<file path="config.mk">
export PLATFORM = sky130hd
export DESIGN_NAME = phy_mgmt_ctrl
export DESIGN_NICKNAME = d
export VERILOG_FILES = /design/src/rtl/phy_mgmt_pkg.sv /design/src/rtl/phy_mgmt_ctrl.sv
export SDC_FILE = /design/constraint.sdc
export NUM_CORES = 1
export LEC_CHECK = 0
export ABC_CLOCK_PERIOD_IN_PS = 2500
export BUFFER_PORTS_ARGS = -buffer_cell sky130_fd_sc_hd__buf_4
export CAP_MARGIN = 10
export CORE_ASPECT_RATIO = 1.1
export CORE_MARGIN = 2
export CORE_UTILIZATION = 56
export DETAILED_ROUTE_END_ITERATION = 8
export GPL_TIMING_DRIVEN = 0
export PLACE_DENSITY = 0.8
export RECOVER_POWER = 100
export SLEW_MARGIN = 20
export SYNTH_ARGS = -nofsm -noshare
export SYNTH_HDL_FRONTEND = slang
export SYNTH_SLANG_ARGS = --single-unit
export TNS_END_PERCENT = 10
</file>
<file path="constraint.sdc">
create_clock -name clk_i -period 2.5 [get_ports clk_i]
set_input_delay 0.125 -clock clk_i [delete_from_list [all_inputs] [get_ports clk_i]]
set_output_delay 0.125 -clock clk_i [all_outputs]
set_load 0.005 [all_outputs]
</file>
<file path="src/rtl/phy_mgmt_pkg.sv">
// Shared definitions for the PHY management controller: state/source encodings,
// PHY status register layout and the power-up configuration table.
package phy_mgmt_pkg;

    typedef enum logic [2:0] {
        ST_INIT_WAIT,
        ST_IDLE,
        ST_ISSUE,
        ST_BUSY,
        ST_DONE
    } state_e;

    typedef enum logic [1:0] {
        SRC_CFG,
        SRC_HOST,
        SRC_POLL
    } src_e;

    typedef struct packed {
        logic [4:0]  addr;
        logic [15:0] data;
    } cfg_entry_t;

    localparam logic [4:0] PHY_STATUS_REG = 5'h11;

    localparam int STS_SPEED_HI = 15;
    localparam int STS_SPEED_LO = 14;
    localparam int STS_DUPLEX   = 13;
    localparam int STS_RESOLVED = 11;
    localparam int STS_LINK     = 10;

    localparam int CFG_LEN   = 3;
    localparam int CFG_IDX_W = $clog2(CFG_LEN) + 1;

    // Drop 1000BASE-T advertisement, advertise 10/100 full/half, restart autoneg.
    function automatic cfg_entry_t cfg_entry(input logic [CFG_IDX_W-1:0] idx);
        cfg_entry_t e;
        case (idx)
            CFG_IDX_W'(0): e = '{addr: 5'd9, data: 16'h0000};
            CFG_IDX_W'(1): e = '{addr: 5'd4, data: 16'h01E1};
            CFG_IDX_W'(2): e = '{addr: 5'd0, data: 16'h1200};
            default:       e = '{addr: 5'd0, data: 16'h0000};
        endcase
        return e;
    endfunction

endpackage

</file>
<file path="src/rtl/phy_mgmt_ctrl.sv">
// Sequences the MDIO engine: power-up config writes, host register accesses and
// periodic PHY status polling, with a per-transaction timeout.
module phy_mgmt_ctrl
    import phy_mgmt_pkg::*;
#(
    parameter logic [19:0] INIT_DELAY  = 20'd250_000,
    parameter logic [19:0] POLL_PERIOD = 20'd25_000,
    parameter logic [9:0]  TIMEOUT     = 10'd256
) (
    input  logic        clk_i,
    input  logic        srst_i,
    input  logic        host_rd_req_i,
    input  logic        host_wr_req_i,
    input  logic [4:0]  host_addr_i,
    input  logic [15:0] host_wr_data_i,
    output logic        host_busy_o,
    output logic        host_done_o,
    output logic [15:0] host_rd_data_o,
    output logic        link_up_o,
    output logic [1:0]  speed_o,
    output logic        full_duplex_o,
    output logic        status_valid_o,
    output logic        mdio_err_o,
    output logic [4:0]  mdio_addr_o,
    output logic [15:0] mdio_wr_data_o,
    output logic        mdio_rd_request_o,
    output logic        mdio_wr_request_o,
    input  logic        mdio_ready_i,
    input  logic [15:0] mdio_rd_data_i
);

    state_e                 state_q;
    src_e                   src_q;
    logic                   dir_wr_q;
    logic [CFG_IDX_W-1:0]   cfg_idx_q;
    logic [19:0]            init_cnt_q;
    logic [19:0]            poll_cnt_q;
    logic [9:0]             to_cnt_q;
    logic                   host_busy_q;
    logic                   host_done_q;
    logic [15:0]            host_rd_data_q;
    logic                   link_up_q;
    logic [1:0]             speed_q;
    logic                   full_duplex_q;
    logic                   status_valid_q;
    logic                   mdio_err_q;
    logic [4:0]             mdio_addr_q;
    logic [15:0]            mdio_wr_data_q;
    logic                   mdio_rd_req_q;
    logic                   mdio_wr_req_q;

    cfg_entry_t             cfg_cur;
    logic                   cfg_pending;
    logic                   cfg_last;
    logic                   host_pending;
    logic                   poll_due;
    logic                   timeout_hit;
    logic                   req_active;

    always_comb begin
        cfg_cur      = cfg_entry(cfg_idx_q);
        cfg_pending  = (cfg_idx_q < CFG_IDX_W'(CFG_LEN));
        cfg_last     = (cfg_idx_q == CFG_IDX_W'(CFG_LEN - 1));
        host_pending = !host_busy_q && (host_rd_req_i || host_wr_req_i);
        poll_due     = (poll_cnt_q >= POLL_PERIOD);
        timeout_hit  = (to_cnt_q == TIMEOUT - 10'd1);
        req_active   = mdio_rd_req_q || mdio_wr_req_q;
    end

    always_ff @(posedge clk_i) begin
        if (srst_i) begin
            state_q        <= ST_INIT_WAIT;
            src_q          <= SRC_CFG;
            dir_wr_q       <= 1'b0;
            cfg_idx_q      <= '0;
            init_cnt_q     <= '0;
            poll_cnt_q     <= '0;
            to_cnt_q       <= '0;
            host_busy_q    <= 1'b1;
            host_done_q    <= 1'b0;
            host_rd_data_q <= '0;
            link_up_q      <= 1'b0;
            speed_q        <= '0;
            full_duplex_q  <= 1'b0;
            status_valid_q <= 1'b0;
            mdio_err_q     <= 1'b0;
            mdio_addr_q    <= '0;
            mdio_wr_data_q <= '0;
            mdio_rd_req_q  <= 1'b0;
            mdio_wr_req_q  <= 1'b0;
        end else begin
            host_done_q <= 1'b0;
            // host_busy falls the cycle after the host_done pulse.
            if (host_done_q) host_busy_q <= 1'b0;
            if (state_q != ST_INIT_WAIT && poll_cnt_q != '1) poll_cnt_q <= poll_cnt_q + 20'd1;

            case (state_q)
                ST_INIT_WAIT: begin
                    if (init_cnt_q >= INIT_DELAY) state_q <= ST_IDLE;
                    else                          init_cnt_q <= init_cnt_q + 20'd1;
                end

                ST_IDLE: begin
                    to_cnt_q <= '0;
                    if (cfg_pending) begin
                        src_q          <= SRC_CFG;
                        dir_wr_q       <= 1'b1;
                        mdio_addr_q    <= cfg_cur.addr;
                        mdio_wr_data_q <= cfg_cur.data;
                        state_q        <= ST_ISSUE;
                    end else if (host_pending) begin
                        src_q          <= SRC_HOST;
                        dir_wr_q       <= host_wr_req_i;
                        mdio_addr_q    <= host_addr_i;
                        mdio_wr_data_q <= host_wr_data_i;
                        host_busy_q    <= 1'b1;
                        state_q        <= ST_ISSUE;
                    end else if (poll_due) begin
                        src_q          <= SRC_POLL;
                        dir_wr_q       <= 1'b0;
                        mdio_addr_q    <= PHY_STATUS_REG;
                        state_q        <= ST_ISSUE;
                    end
                end

                ST_ISSUE, ST_BUSY: begin
                    to_cnt_q <= to_cnt_q + 10'd1;
                    if (state_q == ST_BUSY && mdio_ready_i) begin
                        state_q <= ST_DONE;
                        case (src_q)
                            SRC_CFG: begin
                                cfg_idx_q <= cfg_idx_q + CFG_IDX_W'(1);
                                if (cfg_last) host_busy_q <= 1'b0;
                            end
                            SRC_HOST: begin
                                host_done_q <= 1'b1;
                                if (!dir_wr_q) host_rd_data_q <= mdio_rd_data_i;
                            end
                            default: begin
                                link_up_q      <= mdio_rd_data_i[STS_LINK];
                                speed_q        <= mdio_rd_data_i[STS_SPEED_HI:STS_SPEED_LO];
                                full_duplex_q  <= mdio_rd_data_i[STS_DUPLEX];
                                status_valid_q <= mdio_rd_data_i[STS_RESOLVED];
                                poll_cnt_q     <= '0;
                            end
                        endcase
                    end else if (timeout_hit) begin
                        mdio_rd_req_q <= 1'b0;
                        mdio_wr_req_q <= 1'b0;
                        mdio_err_q    <= 1'b1;
                        state_q       <= ST_IDLE;
                        case (src_q)
                            SRC_CFG: begin
                                cfg_idx_q <= cfg_idx_q + CFG_IDX_W'(1);
                                if (cfg_last) host_busy_q <= 1'b0;
                            end
                            SRC_HOST: begin
                                host_done_q    <= 1'b1;
                                host_rd_data_q <= 16'hFFFF;
                            end
                            default: begin
                                status_valid_q <= 1'b0;
                                poll_cnt_q     <= '0;
                            end
                        endcase
                    end else if (state_q == ST_ISSUE) begin
                        // Only request while the engine is idle; after a reset it may still be
                        // finishing an old frame, so ready low before we requested is ignored.
                        if (mdio_ready_i) begin
                            mdio_wr_req_q <= dir_wr_q;
                            mdio_rd_req_q <= !dir_wr_q;
                        end else begin
                            mdio_wr_req_q <= 1'b0;
                            mdio_rd_req_q <= 1'b0;
                            if (req_active) state_q <= ST_BUSY;
                        end
                    end
                end

                ST_DONE: state_q <= ST_IDLE;

                default: state_q <= ST_IDLE;
            endcase
        end
    end

    assign host_busy_o       = host_busy_q;
    assign host_done_o       = host_done_q;
    assign host_rd_data_o    = host_rd_data_q;
    assign link_up_o         = link_up_q;
    assign speed_o           = speed_q;
    assign full_duplex_o     = full_duplex_q;
    assign status_valid_o    = status_valid_q;
    assign mdio_err_o        = mdio_err_q;
    assign mdio_addr_o       = mdio_addr_q;
    assign mdio_wr_data_o    = mdio_wr_data_q;
    assign mdio_rd_request_o = mdio_rd_req_q;
    assign mdio_wr_request_o = mdio_wr_req_q;

endmodule

</file>
==> impl_results.md <==
* Clock sinks at ~110
* # setup viols final at 0
* Layout cell share with drive strength beyond 1 at 20.3%
* Hold depth at 3
* Static Leakage at approximately 2.2 nW
* GRT Util Overall at about 26%
* Slowest CP cell: a2111oi_0
* Vias in the first global route at 4,396
* CTS tree: done
* Synth top area cells: dfxtp_1 (41%), nor2_1 (5.5%), xnor2_1 (3.8%)
* Initial drt markers at between 200 and 300
* Top FF cell, synth: dfxtp_1
* Reg2reg start: state_q[1]$_SDFFE_PP0P_
* Final Hold Vio Count at 0
* Die Width at about 95 um
* Fin nets at between 700 and 800
* Syn-to-layout area delta at 19.2%
* Setup TNS at 0 ns
* Crit-path max cell delay at 0.60 ns
* Cell count after synthesis at between 500 and 600
* DRC at 0
* Fin crit period at roughly 2.3 ns
* Hold EP: mdio_addr_o[4]$_SDFFE_PP0P_
* Arr. time, crit path at about 2.5 ns
* H-tree Lvls at 3
* Synth warn at 0
* Initial Util at between 50 and 60%
* Worst setup EP type: flip-flop
* Top-area cell type share of the netlist area at 41.3%
* CP startpoint kind: flip-flop
* Syn Area/Cell at ~8.9 sq um
* Most common library cells after synthesis: dfxtp_1 (106), nor2_1 (75), nand2_1 (39)
* Critical Path RT at 2.76 ns
* CTS Buffer Depth at 2
* Die height at about 100 um
* P_int at 0.00226 W
* FF-to-FF setup slack at 0.25 ns
* Die ar. at roughly 0.010 sq mm
* Post-route ant nets at 0
* Origin of the worst min-delay path: host_addr_i[4]
* Io pins at between 80 and 90
* Vias at roughly 4,600
* Status: finished, final reports clean
* Logic pwr share at between 10% and 20%
* Grt ovf at 0
* Post-Syn Area at around 0.0051 sq mm
* Hold Buf Count CTS at 10
* GP Congestion at about 0.9
* # diodes at 0
* DP HPWL at 8.96 mm
* Post-synth ARST share at 0%
* Leading area contributor after synthesis: dfxtp_1
* Cts bufs inserted at 9
* Root Buffer: clkbuf_8
* Avg WL per Cell at 15.4 um
* Synth Register Bits at about 110
* Worst Skew at roughly 0.013 ns
* # Post-CTS Setup Buffers at 0
* Slew headroom at between 50% and 60%
* Clock share of power at around a third
* Peak supply drop at approximately 0.28 mV
* Slew of the pin with the lowest slew margin at roughly 0.75 ns
* Switching Share at around 28%
* Post-CTS Resized at 0
* Input/output buffers at ~90
* RSZ-0062 raised after global routing: false
* Post-synth EDFFs at 0
* Setup ws final at 0.247 ns
* Post-synthesis sequential area ratio at between 40 and 50%
* Post-Syn Nets at between 600 and 700
* CTS clk-pin slew, worst paths at roughly 0.11 ns
* Cells on worst reg2reg path at 6
* First-pass GRT wire length at 20.5 mm
* PwrDens at 511 mW/mm^2
* Cell with the most instances after synthesis: dfxtp_1
* WS Path Type: flip-flop to flip-flop
* Final Cycle Share at about nine tenths
* Max-cap violations at 0
* Psw at about 0.00086 W
* Setup Slack @ Placement at between 0.4 and 0.5 ns
* Max FO, Critical Path at 8
* DRT Pass-1 Iters at 5
* Pin count of the biggest net entering global routing at 20
* Max-slew violation count at 0
* Rows at 36
* Drt total wl at ~12 mm
* Worst skew pair latency at approximately 0.38 ns
* Reg-to-reg endpoint: init_cnt_q[12]$_SDFFE_PP0N_
* Vias/cell at about 5.7
* Initial antenna violation count at 0
* Reg power frac at approximately 56%
* Cell variety after synth at 70
* Cell Chain, Critical Path: buf_4 -> nor4b_1 -> nand4_4 -> a2111oi_0 -> xnor2_1 -> nor2_1
* Fmax at around 0.44 GHz
* Hold Path Class: primary input to flip-flop
* Core ar. at just under 0.009 sq mm
[cell type report]
class	instances	area, sq um
multi-input cells	409	2640
fillers	725	2760
well taps	114	143
clock buffers	10	128
repair buffers	98	734
flip-flops and latches	106	2120
clock inverters	6	56.3
plain buffers	31	169
inverters	33	124
[per-layer routing]
metal,GRT usage (%),part of all wire [%]
met5,0,0
met4,8.18,1.7
met3,4.13,4.5
met2,42.0,48
met1,34.0,46
[state kept, by name, summed over array words and instances (netlist names), 2 cells and up]
name and flops:
cfg_idx_q 3, host_rd_data_o 16, speed_o 2, poll_cnt_q 20, state_q 3, src_q 2, mdio_wr_data_o 16, init_cnt_q 20
to_cnt_q 10, mdio_addr_o 5
[metrics by stage]
step | instances | power, W | area [sq um] | util (%) | hold slack, ns
3_5_place_dp | 781 | 0.00215 | 5940 | 66.9 | 0.342
3_3_place_gp | 781 | 0.00213 | 5940 | 66.9 | 0.335
5_1_grt | 807 | 0.00324 | 6120 | 69.0 | 0.0157
2_1_floorplan | 579 | 0.00200 | 5130 | - | 0.251
6_report | 807 | 0.00312 | 6120 | 69.0 | 0.00896
4_1_cts | 807 | 0.00315 | 6220 | 70.1 | 0.00256
[cells by family (layout without fill, tap and decap cells)]
kind of cell / Yosys count / count (layout) / share of synthesized area [%]
compound gates: 145 / 145 / 20.9
xor+xnor: 26 / 26 / 4.44
fa+ha+maj: 9 / 9 / 2.19
buf+inv: 64 / 178 / 6.04
flops: 106 / 106 / 41.3
mux: 9 / 9 / 1.85
simple gates: 220 / 220 / 23.3
[power by group through the flow]
stage / sequential, W / combinational [W] / clock, W
CTS: 0.00176 / 0.000358 / 0.00103
detailed placement: 0.00180 / 0.000345 / 0
global route: 0.00177 / 0.000381 / 0.00109
global placement: 0.00180 / 0.000335 / 0
floorplan: 0.00179 / 0.000207 / 0
finish: 0.00176 / 0.000344 / 0.00102
[layout by cell type, fill, tap and decap left out, types with 9 or more instances in the layout]
master | synthesis | routed
dfxtp_1 | 106 | 106
nor2_1 | 75 | 75
buf_4 | 1 | 41
clkbuf_4 | 0 | 41
nand2_1 | 39 | 39
a21oi_1 | 35 | 35
inv_1 | 33 | 33
clkbuf_1 | 15 | 27
o21ai_0 | 25 | 25
nand3_1 | 23 | 23
xnor2_1 | 22 | 22
a311oi_1 | 14 | 14
a211oi_1 | 13 | 13
nand4_1 | 10 | 11
o211ai_1 | 10 | 11
dlygate4sd3_1 | 0 | 10
nor3_1 | 9 | 9
a22o_1 | 9 | 9
ha_1 | 9 | 9
clkbuf_8 | 0 | 9
[worst max-delay path, delay by kind of cell, from the launching register on]
kind | cells | cell delay, ns
AOI/OAI and AO/OA | 1 | 0.60
buffers and inverters | 1 | 0.15
and+or+nand+nor | 3 | 0.89
DFF | 1 | 0.31
xor gates and xnor gates | 1 | 0.19
[how the worst max path moves through the flow]
| stage | endpoint | startpoint |
|---|---|---|
| floorplan | poll_cnt_q[9]$_SDFF_PP0_ | to_cnt_q[0]$_SDFFE_PP0P_ |
| global placement | init_cnt_q[7]$_SDFFE_PP0N_ | state_q[1]$_SDFFE_PP0P_ |
| detailed placement | init_cnt_q[7]$_SDFFE_PP0N_ | state_q[1]$_SDFFE_PP0P_ |
| CTS | init_cnt_q[7]$_SDFFE_PP0N_ | state_q[1]$_SDFFE_PP0P_ |
| global route | poll_cnt_q[1]$_SDFF_PP0_ | poll_cnt_q[15]$_SDFF_PP0_ |
| finish | init_cnt_q[12]$_SDFFE_PP0N_ | state_q[1]$_SDFFE_PP0P_ |
(Power assumes the default switching activity.)
